[src/rtl/pf_mem_req_dispatch_if.sv]
// Prefetch op input plus the L2/L3 request channels and L1 drop count.
// The slave modport is the dispatcher side; master is the producer/consumer side.
interface pf_mem_req_dispatch_if #(
    parameter int ADDR_W = 8,
    parameter int CNT_W  = 8
);
    logic              valid_i;
    logic              ready_o;
    logic [7:0]        mod_i;
    logic [7:0]        instr_i;
    logic [ADDR_W-1:0] src_i;
    logic [ADDR_W-1:0] dst_i;
    logic              l2_req_v_o;
    logic              l2_req_rdy_i;
    logic [ADDR_W-1:0] l2_addr_o;
    logic              l2_store_o;
    logic              l3_req_v_o;
    logic              l3_req_rdy_i;
    logic [ADDR_W-1:0] l3_addr_o;
    logic              l3_store_o;
    logic [CNT_W-1:0]  l1_cnt_o;

    modport slave (
        input  valid_i, mod_i, instr_i, src_i, dst_i, l2_req_rdy_i, l3_req_rdy_i,
        output ready_o, l2_req_v_o, l2_addr_o, l2_store_o,
               l3_req_v_o, l3_addr_o, l3_store_o, l1_cnt_o
    );

    modport master (
        output valid_i, mod_i, instr_i, src_i, dst_i, l2_req_rdy_i, l3_req_rdy_i,
        input  ready_o, l2_req_v_o, l2_addr_o, l2_store_o,
               l3_req_v_o, l3_addr_o, l3_store_o, l1_cnt_o
    );
endinterface

[src/rtl/pf_mem_req_dispatch.sv]
// Classifies prefetch ops into L1 (counted drop), L2 or L3, queues L2/L3 requests
// in per-level FIFOs and drains each through its own valid/ready channel.
module pf_mem_req_dispatch #(
    parameter int ADDR_W = 8,
    parameter int DEPTH  = 4,
    parameter int CNT_W  = 8
) (
    input  logic                  clk,
    input  logic                  rst,
    pf_mem_req_dispatch_if.slave  bus
);
    localparam int PTR_W = $clog2(DEPTH) + 1;
    localparam int ENT_W = ADDR_W + 1;
    localparam int NLVL  = 2;

    logic              store;
    logic              l3;
    logic              l2;
    logic              l1;
    logic [ADDR_W-1:0] addr;
    logic [ENT_W-1:0]  entry;
    logic              accept;
    logic [NLVL-1:0]   push;
    logic [NLVL-1:0]   pop;
    logic [NLVL-1:0]   full;
    logic [NLVL-1:0]   empty;
    logic [NLVL-1:0]   rdy;
    logic [ENT_W-1:0]  head [NLVL];
    logic [CNT_W-1:0]  l1_cnt_reg;
    logic              unused_bits;

    always_comb begin
        store = &bus.instr_i[7:4];
        l3    = store ? (&bus.mod_i[7:5]) : (bus.src_i == bus.dst_i);
        l2    = ~|bus.mod_i[1:0] & ~l3;
        l1    = ~l2 & ~l3;
        addr  = store ? bus.dst_i : bus.src_i;
        entry = {store, addr};
    end

    // Shift field and low opcode bits carry no meaning for classification.
    assign unused_bits = ^{bus.mod_i[4:2], bus.instr_i[3:0]};

    // Registered full flags only, so even an L1 op waits while either queue is full.
    assign bus.ready_o = ~full[0] & ~full[1];
    assign accept      = bus.valid_i & bus.ready_o;
    assign push        = {accept & l3, accept & l2};
    assign rdy         = {bus.l3_req_rdy_i, bus.l2_req_rdy_i};

    // Level 0 is L2, level 1 is L3.
    generate
        for (genvar gi = 0; gi < NLVL; gi++) begin : g_lvl
            logic [PTR_W-1:0] wr_ptr_reg;
            logic [PTR_W-1:0] rd_ptr_reg;
            logic [ENT_W-1:0] mem_reg [DEPTH];

            assign full[gi]  = (wr_ptr_reg[PTR_W-1] != rd_ptr_reg[PTR_W-1]) &&
                               (wr_ptr_reg[PTR_W-2:0] == rd_ptr_reg[PTR_W-2:0]);
            assign empty[gi] = (wr_ptr_reg == rd_ptr_reg);
            assign pop[gi]   = ~empty[gi] & rdy[gi];
            assign head[gi]  = mem_reg[rd_ptr_reg[PTR_W-2:0]];

            always_ff @(posedge clk) begin
                if (rst) begin
                    wr_ptr_reg <= '0;
                    rd_ptr_reg <= '0;
                    for (int i = 0; i < DEPTH; i++) begin
                        mem_reg[i] <= '0;
                    end
                end else begin
                    if (push[gi]) begin
                        mem_reg[wr_ptr_reg[PTR_W-2:0]] <= entry;
                        wr_ptr_reg <= wr_ptr_reg + PTR_W'(1);
                    end
                    if (pop[gi]) begin
                        rd_ptr_reg <= rd_ptr_reg + PTR_W'(1);
                    end
                end
            end
        end
    endgenerate

    assign bus.l2_req_v_o = ~empty[0];
    assign bus.l2_addr_o  = head[0][ADDR_W-1:0];
    assign bus.l2_store_o = head[0][ADDR_W];
    assign bus.l3_req_v_o = ~empty[1];
    assign bus.l3_addr_o  = head[1][ADDR_W-1:0];
    assign bus.l3_store_o = head[1][ADDR_W];

    always_ff @(posedge clk) begin
        if (rst) begin
            l1_cnt_reg <= '0;
        end else if (accept && l1 && !(&l1_cnt_reg)) begin
            l1_cnt_reg <= l1_cnt_reg + CNT_W'(1);
        end
    end

    assign bus.l1_cnt_o = l1_cnt_reg;

endmodule

[src/flat_wrapper.sv]
// flat-port wrapper written by rule: the top's interface ports become plain ports
module pf_mem_req_dispatch_flat 
#(
    parameter int ADDR_W = 8,
    parameter int DEPTH  = 4,
    parameter int CNT_W  = 8
)
  (clk, rst, bus_valid_i, bus_mod_i, bus_instr_i, bus_src_i, bus_dst_i, bus_l2_req_rdy_i, bus_l3_req_rdy_i, bus_ready_o, bus_l2_req_v_o, bus_l2_addr_o, bus_l2_store_o, bus_l3_req_v_o, bus_l3_addr_o, bus_l3_store_o, bus_l1_cnt_o);
  pf_mem_req_dispatch_if #(.ADDR_W(ADDR_W), .CNT_W(CNT_W)) bus_i ();
  input  logic clk;
  input  logic rst;
  input wire logic [$bits(bus_i.valid_i)-1:0] bus_valid_i;
  input wire logic [$bits(bus_i.mod_i)-1:0] bus_mod_i;
  input wire logic [$bits(bus_i.instr_i)-1:0] bus_instr_i;
  input wire logic [$bits(bus_i.src_i)-1:0] bus_src_i;
  input wire logic [$bits(bus_i.dst_i)-1:0] bus_dst_i;
  input wire logic [$bits(bus_i.l2_req_rdy_i)-1:0] bus_l2_req_rdy_i;
  input wire logic [$bits(bus_i.l3_req_rdy_i)-1:0] bus_l3_req_rdy_i;
  output wire logic [$bits(bus_i.ready_o)-1:0] bus_ready_o;
  output wire logic [$bits(bus_i.l2_req_v_o)-1:0] bus_l2_req_v_o;
  output wire logic [$bits(bus_i.l2_addr_o)-1:0] bus_l2_addr_o;
  output wire logic [$bits(bus_i.l2_store_o)-1:0] bus_l2_store_o;
  output wire logic [$bits(bus_i.l3_req_v_o)-1:0] bus_l3_req_v_o;
  output wire logic [$bits(bus_i.l3_addr_o)-1:0] bus_l3_addr_o;
  output wire logic [$bits(bus_i.l3_store_o)-1:0] bus_l3_store_o;
  output wire logic [$bits(bus_i.l1_cnt_o)-1:0] bus_l1_cnt_o;
  assign bus_i.valid_i = bus_valid_i;
  assign bus_i.mod_i = bus_mod_i;
  assign bus_i.instr_i = bus_instr_i;
  assign bus_i.src_i = bus_src_i;
  assign bus_i.dst_i = bus_dst_i;
  assign bus_i.l2_req_rdy_i = bus_l2_req_rdy_i;
  assign bus_i.l3_req_rdy_i = bus_l3_req_rdy_i;
  assign bus_ready_o = bus_i.ready_o;
  assign bus_l2_req_v_o = bus_i.l2_req_v_o;
  assign bus_l2_addr_o = bus_i.l2_addr_o;
  assign bus_l2_store_o = bus_i.l2_store_o;
  assign bus_l3_req_v_o = bus_i.l3_req_v_o;
  assign bus_l3_addr_o = bus_i.l3_addr_o;
  assign bus_l3_store_o = bus_i.l3_store_o;
  assign bus_l1_cnt_o = bus_i.l1_cnt_o;
  pf_mem_req_dispatch #(.ADDR_W(ADDR_W), .DEPTH(DEPTH), .CNT_W(CNT_W)) u_core (.clk(clk), .rst(rst), .bus(bus_i));
endmodule
[config.mk]
export PLATFORM = sky130hd
export DESIGN_NAME = pf_mem_req_dispatch_flat
export DESIGN_NICKNAME = d
export VERILOG_FILES = /design/src/rtl/pf_mem_req_dispatch_if.sv /design/src/rtl/pf_mem_req_dispatch.sv /design/src/flat_wrapper.sv
export SDC_FILE = /design/constraint.sdc
export NUM_CORES = 1
export LEC_CHECK = 0
export CAP_MARGIN = 40
export CELL_PAD_IN_SITES_DETAIL_PLACEMENT = 1
export CELL_PAD_IN_SITES_GLOBAL_PLACEMENT = 1
export CORE_UTILIZATION = 47
export DETAILED_ROUTE_END_ITERATION = 8
export GPL_TIMING_DRIVEN = 0
export PLACE_DENSITY = 0.86
export SLEW_MARGIN = 0
export SYNTH_ARGS = -nofsm -noshare
export SYNTH_HDL_FRONTEND = slang
export SYNTH_SLANG_ARGS = --single-unit
[constraint.sdc]
create_clock -name clk -period 4.6 [get_ports clk]
set_input_delay 0.92 -clock clk [delete_from_list [all_inputs] [get_ports clk]]
set_output_delay 0.92 -clock clk [all_outputs]
set_load 0.1 [all_outputs]
======== Yosys cells after proc, flatten, opt, wreduce, memory -nomap -nowiden ========
Memories as Yosys holds them, arrays and structs flattened. A register that Yosys moved wholly into a read port is not among the register bits.
Index checks and enable logic that the tools add are counted.
operators by class
  bitwise logic cells ..................... 14
  reduce and logical (&&, ||, !) cells .... 12
  mux-type cells .......................... 20
  add/subtract/negate cells ............... 5
  equality and inequality tests ........... 7
operators by type and width
  kind                                         number
  two-way mux 9 bit                            2
  OR reduction 9 bit                           2
  adder 3 x 1 -> 3 bit, second input constant  4
  two-way mux 2 bit                            6
  two-way mux 1 bit                            11
  adder 8 x 1 -> 8 bit, second input constant  1
  bitwise AND 1 bit                            8
  == test 8 bit                                1
  two-way mux 8 bit                            1
  AND reduction 8 bit                          1
  == test 3 bit                                2
  NOT 1 bit                                    6
  == test 2 bit                                2
  logical AND 1 bit                            4
  AND reduction 4 bit                          1
  AND reduction 3 bit                          1
  logical NOT 1 bit                            2
  != test 1 bit                                2
  OR reduction 2 bit                           1
storage, ports and cells
  memories ................................ 2
  bits in writable memories ............... 72
  output and inout bits ................... 29
  register bits after elaboration ......... 20
memories
  name                     words  bits a word  rd ports  clocked after memory_dff  wr ports  RTL line                   RTL
  u_core.g_lvl[0].mem_reg  4      9            1         1                         4         pf_mem_req_dispatch.sv:55  logic [ENT_W-1:0] mem_reg [DEPTH];
  u_core.g_lvl[1].mem_reg  4      9            1         1                         4         pf_mem_req_dispatch.sv:55

======== Longest topological paths before layout ========
  depth in word-level cells ............... 11
  mapped depth ............................ 8
  mapped depth without buffers ............ 5

======== Worst setup path after synthesis ========
OpenSTA, ideal clock, no wires.
  path type ............................... input to register
  start point ............................. in bus_instr_i[7]
  end point ............................... mem u_core.g_lvl[0].mem_reg[0][0] in the netlist's numbering (enable)
  path slack .............................. 1,589 ps
  setup time .............................. 387 ps
  arrival time ............................ 2,623 ps
  stages on the path ...................... 7
  data required time ...................... 4,213 ps
  path through ............................ nand4_1 -> buf_4 -> nor2_1 -> a31oi_2 -> nand2_1 -> buf_2 -> o21ai_0
RTL lines
  element             RTL line                   RTL
  start: declaration  flat_wrapper.sv:14         input wire logic [$bits(bus_i.instr_i)-1:0] bus_instr_i;
  end: declaration    pf_mem_req_dispatch.sv:55

==> flow_metrics.py <==
metrics = {
    "run_status": {
        "outcome": "finished clean",
    },
    "power": {
        "share_comb_of_total_power": 0.193,
        "leakage_nw": 2.17,
        "peakVddDrop_uv": 168,
        "finalPower_mw": 1.88,
        "internal_power_mw": 1.34,
        "pwr-share-seq": 0.515,
        "sw_frac_of_total": 0.290,
        "powerDensity_nw_per_um2": 317,
        "net-switching-power_uw": 546,
        "clkPwrFrac": 0.292,
    },
    "placed_design": {
        "portBuffers": 57,
        "gp_congestion": 0.848,
        "dp.final_hpwl_mm": 9.87,
        "dpl.cell_count": 581,
        "placed_cell_area_um2": 5750,
    },
    "timing": {
        "relSlewSlack": 0.320,
        "max_freq_mhz": 256,
        "fin_crit_sh": 0.850,
        "grt_setup_unrepaired": "no",
        "finalClockSkew_ns": 0.0138,
        "final.min_clock_period_ns": 3.91,
        "tns_ns": 0,
        "slew_viol_final": 0,
        "finalHoldViolations": 0,
        "tightestPinTransition_ns": 0.992,
        "setup_violations": 0,
    },
    "synth": {
        "avgSynthCellArea_um2": 12.6,
        "syn_inst": 359,
        "synth_fp_nets": 401,
        "yosys-top-cells-area": "edfxtp_1 48%, dfxtp_1 11%, mux4_2 8.9%, nor2_1 4.6%, nor4_1 3.4%",
        "synth-async-reset-ratio": 0,
        "yosysUniqueCellTypes": 41,
        "synth_warnings": 0,
        "yosysTopAreaCell": "edfxtp_1",
        "syn_area_um2": 4540,
        "yosysTopAreaCellShare": 0.477,
        "seq_area_frac_synth": 0.583,
        "synth-main-ff-cell": "edfxtp_1",
        "synth-seq-cells": 96,
        "synth-edff-count": 72,
    },
    "detailed_routing": {
        "via_count": 3506,
        "wl_met3_um": 819,
        "first_pass_iters": 4,
        "wl_per_cell_um": 22.8,
        "drc": 0,
        "m1WireLength_mm": 5.32,
        "via_per_inst": 5.87,
        "met2_length_mm": 7.08,
        "routed.top_layer": "met4",
        "routed_wl_mm": 13.6,
        "ant_nets": 0,
        "first_iter_violations": 242,
    },
    "global_route": {
        "grt_overflow_total": 0,
        "grt_pass1_wl_mm": 21.4,
        "antenna_found_initial": 0,
        "grt_usage": 0.290,
        "grt_pass1_vias": 3880,
        "grt_max_degree": 16,
    },
    "setup_path": {
        "critical_path_class": "primary input to flop",
        "crit_arrival_ns": 3.98,
        "cp-end-kind": "flop",
        "worst_setup_path_start_kind": "primary input",
        "cp_common_cell": "buf_2",
        "crit_slowest_cell": "o21ai_0",
        "path_cells": "clkdlybuf4s50_1 -> xor2_1 -> nor4_1 -> a31oi_2 -> nand2_1 -> buf_2 -> o21ai_0 -> buf_2",
        "path_max_fanout": 10,
        "worstPathRequired_ns": 4.67,
        "cpPeakStageDelay_ns": 0.79,
        "cp_num_buf_inv": 3,
        "cpLargestDelayFamily": "compound AO/OA/AOI/OAI gates",
    },
    "clocking": {
        "cts_buffers": 9,
        "cts_root_buf": "clkbuf_8",
        "clkLatencyLatePin_ns": 0.37,
        "clock_path_buffers": 2,
        "cts_hold_buf": 0,
        "path_clk_slew_ns": 0.09,
        "cts_resized": 0,
        "tritoncts": "yes",
        "htree_levels": 3,
        "cts_sinks": 96,
        "post-cts-setup-buffers": 0,
    },
    "floorplan": {
        "coreArea_um2": 9280,
        "dieArea_um2": 10000,
        "die_x_um": 100,
        "ios": 66,
        "initial_utilization": 0.489,
        "rows": 35,
        "dieHeight_um": 100,
    },
    "flow_run": {
        "max_cap_viol_count": 0,
    },
    "final_layout": {
        "fin_area_um2": 5950,
        "antennaDiodeCount": 0,
        "instances_no_fill": 597,
        "area_delta_synth_final_pct": 31.1,
        "drive_gt1_frac": 0.203,
        "num-fill-cells": 920,
        "nets": 506,
        "largest_reg_flops": 72,
    },
    "worst_hold_path": {
        "hold_class": "flop to flop",
    },
}
[layout make-up]
class / count / area, um2 / area share
Tap cell: 129 / 161 / 0.0271
Inverter: 4 / 15.0 / 0.00252
Clock inverter: 5 / 58.8 / 0.00989
Sequential cell: 96 / 2640 / 0.444
Buffer: 24 / 119 / 0.0200
Clock buffer: 10 / 128 / 0.0215
Multi-Input combinational cell: 235 / 1760 / 0.297
Timing Repair Buffer: 94 / 1060 / 0.178
[cells in the final DEF, fill, tap and decap left out, types with 4 or more instances in the layout]
cell type / Yosys / layout
dfxtp_1: 24 / 24
nand2_1: 9 / 9
a21oi_1: 7 / 7
buf_4: 1 / 6
mux4_2: 18 / 18
nor2b_1: 7 / 7
and3_1: 4 / 4
clkdlybuf4s50_1: 0 / 57
xor2_1: 12 / 12
edfxtp_1: 72 / 72
ha_1: 5 / 5
nor2_1: 55 / 55
mux2_2: 7 / 7
mux2i_1: 9 / 9
nand4_1: 5 / 5
nand3_1: 15 / 15
xnor2_1: 6 / 6
a31o_2: 4 / 4
buf_2: 5 / 8
buf_8: 1 / 30
nor4_1: 25 / 25
o21ai_0: 6 / 5
nor3_1: 17 / 17
clkbuf_1: 10 / 11
buf_1: 6 / 6
clkbuf_8: 0 / 9
[path summary, 6_finish.rpt]
path	startpoint	end	slack, ns	cells after the start
setup reg to reg	u_core.g_lvl[1].wr_ptr_reg[1]	u_core.g_lvl[0].mem_reg[3][3]	1.64	7
setup / recovery	bus_src_i[4]	u_core.g_lvl[0].mem_reg[3][3]	0.69	8
hold reg to reg	u_core.g_lvl[1].rd_ptr_reg[1]	flop	0.54	2
hold / removal	u_core.g_lvl[1].rd_ptr_reg[1]	flop	0.54	2
[metal layers]
layer | GRT usage | vias to the layer above
met5 | 0 | -
met4 | 0.136 | 0
met3 | 0.0487 | 31
met2 | 0.519 | 147
met1 | 0.338 | 1764
li1 | - | 1564
[synth_stat cells (2+ instances only)]
| cell | number |
|---|---|
| nor2b_1 | 7 |
| dfxtp_1 | 24 |
| mux2i_1 | 9 |
| and2_1 | 2 |
| nand4_1 | 5 |
| nand2b_1 | 3 |
| nor2_1 | 55 |
| inv_1 | 3 |
| ha_1 | 5 |
| or2_2 | 2 |
| o31ai_1 | 4 |
| nand2_1 | 9 |
| clkbuf_1 | 10 |
| mux2_2 | 7 |
| buf_2 | 5 |
| edfxtp_1 | 72 |
| nand3_1 | 15 |
| nor3_1 | 17 |
| nand3b_1 | 2 |
| a21oi_1 | 7 |
| nor4_1 | 25 |
| a31o_2 | 4 |
| and3_1 | 4 |
| buf_1 | 6 |
| xnor2_1 | 6 |
| o21ai_0 | 6 |
| mux4_2 | 18 |
| and4_1 | 3 |
| xor2_1 | 12 |
[power groups by stage]
| stage | sequential (mW) | combinational (mW) | clock, mW |
|---|---|---|---|
| 3_3_place_gp | 0.986 | 0.291 | 0 |
| 3_5_place_dp | 0.991 | 0.360 | 0 |
| 4_1_cts | 0.971 | 0.362 | 0.549 |
| 5_1_grt | 0.974 | 0.377 | 0.576 |
| 6_report | 0.971 | 0.363 | 0.550 |
| 2_1_floorplan | 0.993 | 0.199 | 0 |
[tightest hold or removal path: stages (launching register included)]
cell and delay [ns]:
dfxtp_1 0.35, nand2_1 0.07, a21oi_1 0.07
[through the flow]
stage / utilization / setup WS [ns] / hold WS (ns)
2_1_floorplan: - / 1.59 / 0.480
3_3_place_gp: 0.567 / 0.390 / 0.506
3_5_place_dp: 0.620 / 0.432 / 0.520
4_1_cts: 0.640 / 0.756 / 0.534
5_1_grt: 0.641 / 0.578 / 0.558
6_report: 0.641 / 0.688 / 0.536
[cells by family after synthesis]
| group | after synthesis | synth area share |
|---|---|---|
| buffers and inverters | 28 | 0.0295 |
| AOI/OAI and AO/OA | 24 | 0.0350 |
| and+or+nand+nor | 154 | 0.178 |
| DFF | 96 | 0.583 |
| muxes | 34 | 0.127 |
| xor gates and xnor gates | 18 | 0.0348 |
| adders and majority gates | 5 | 0.0138 |
No activity file was read; power rests on OpenSTA's default activity.
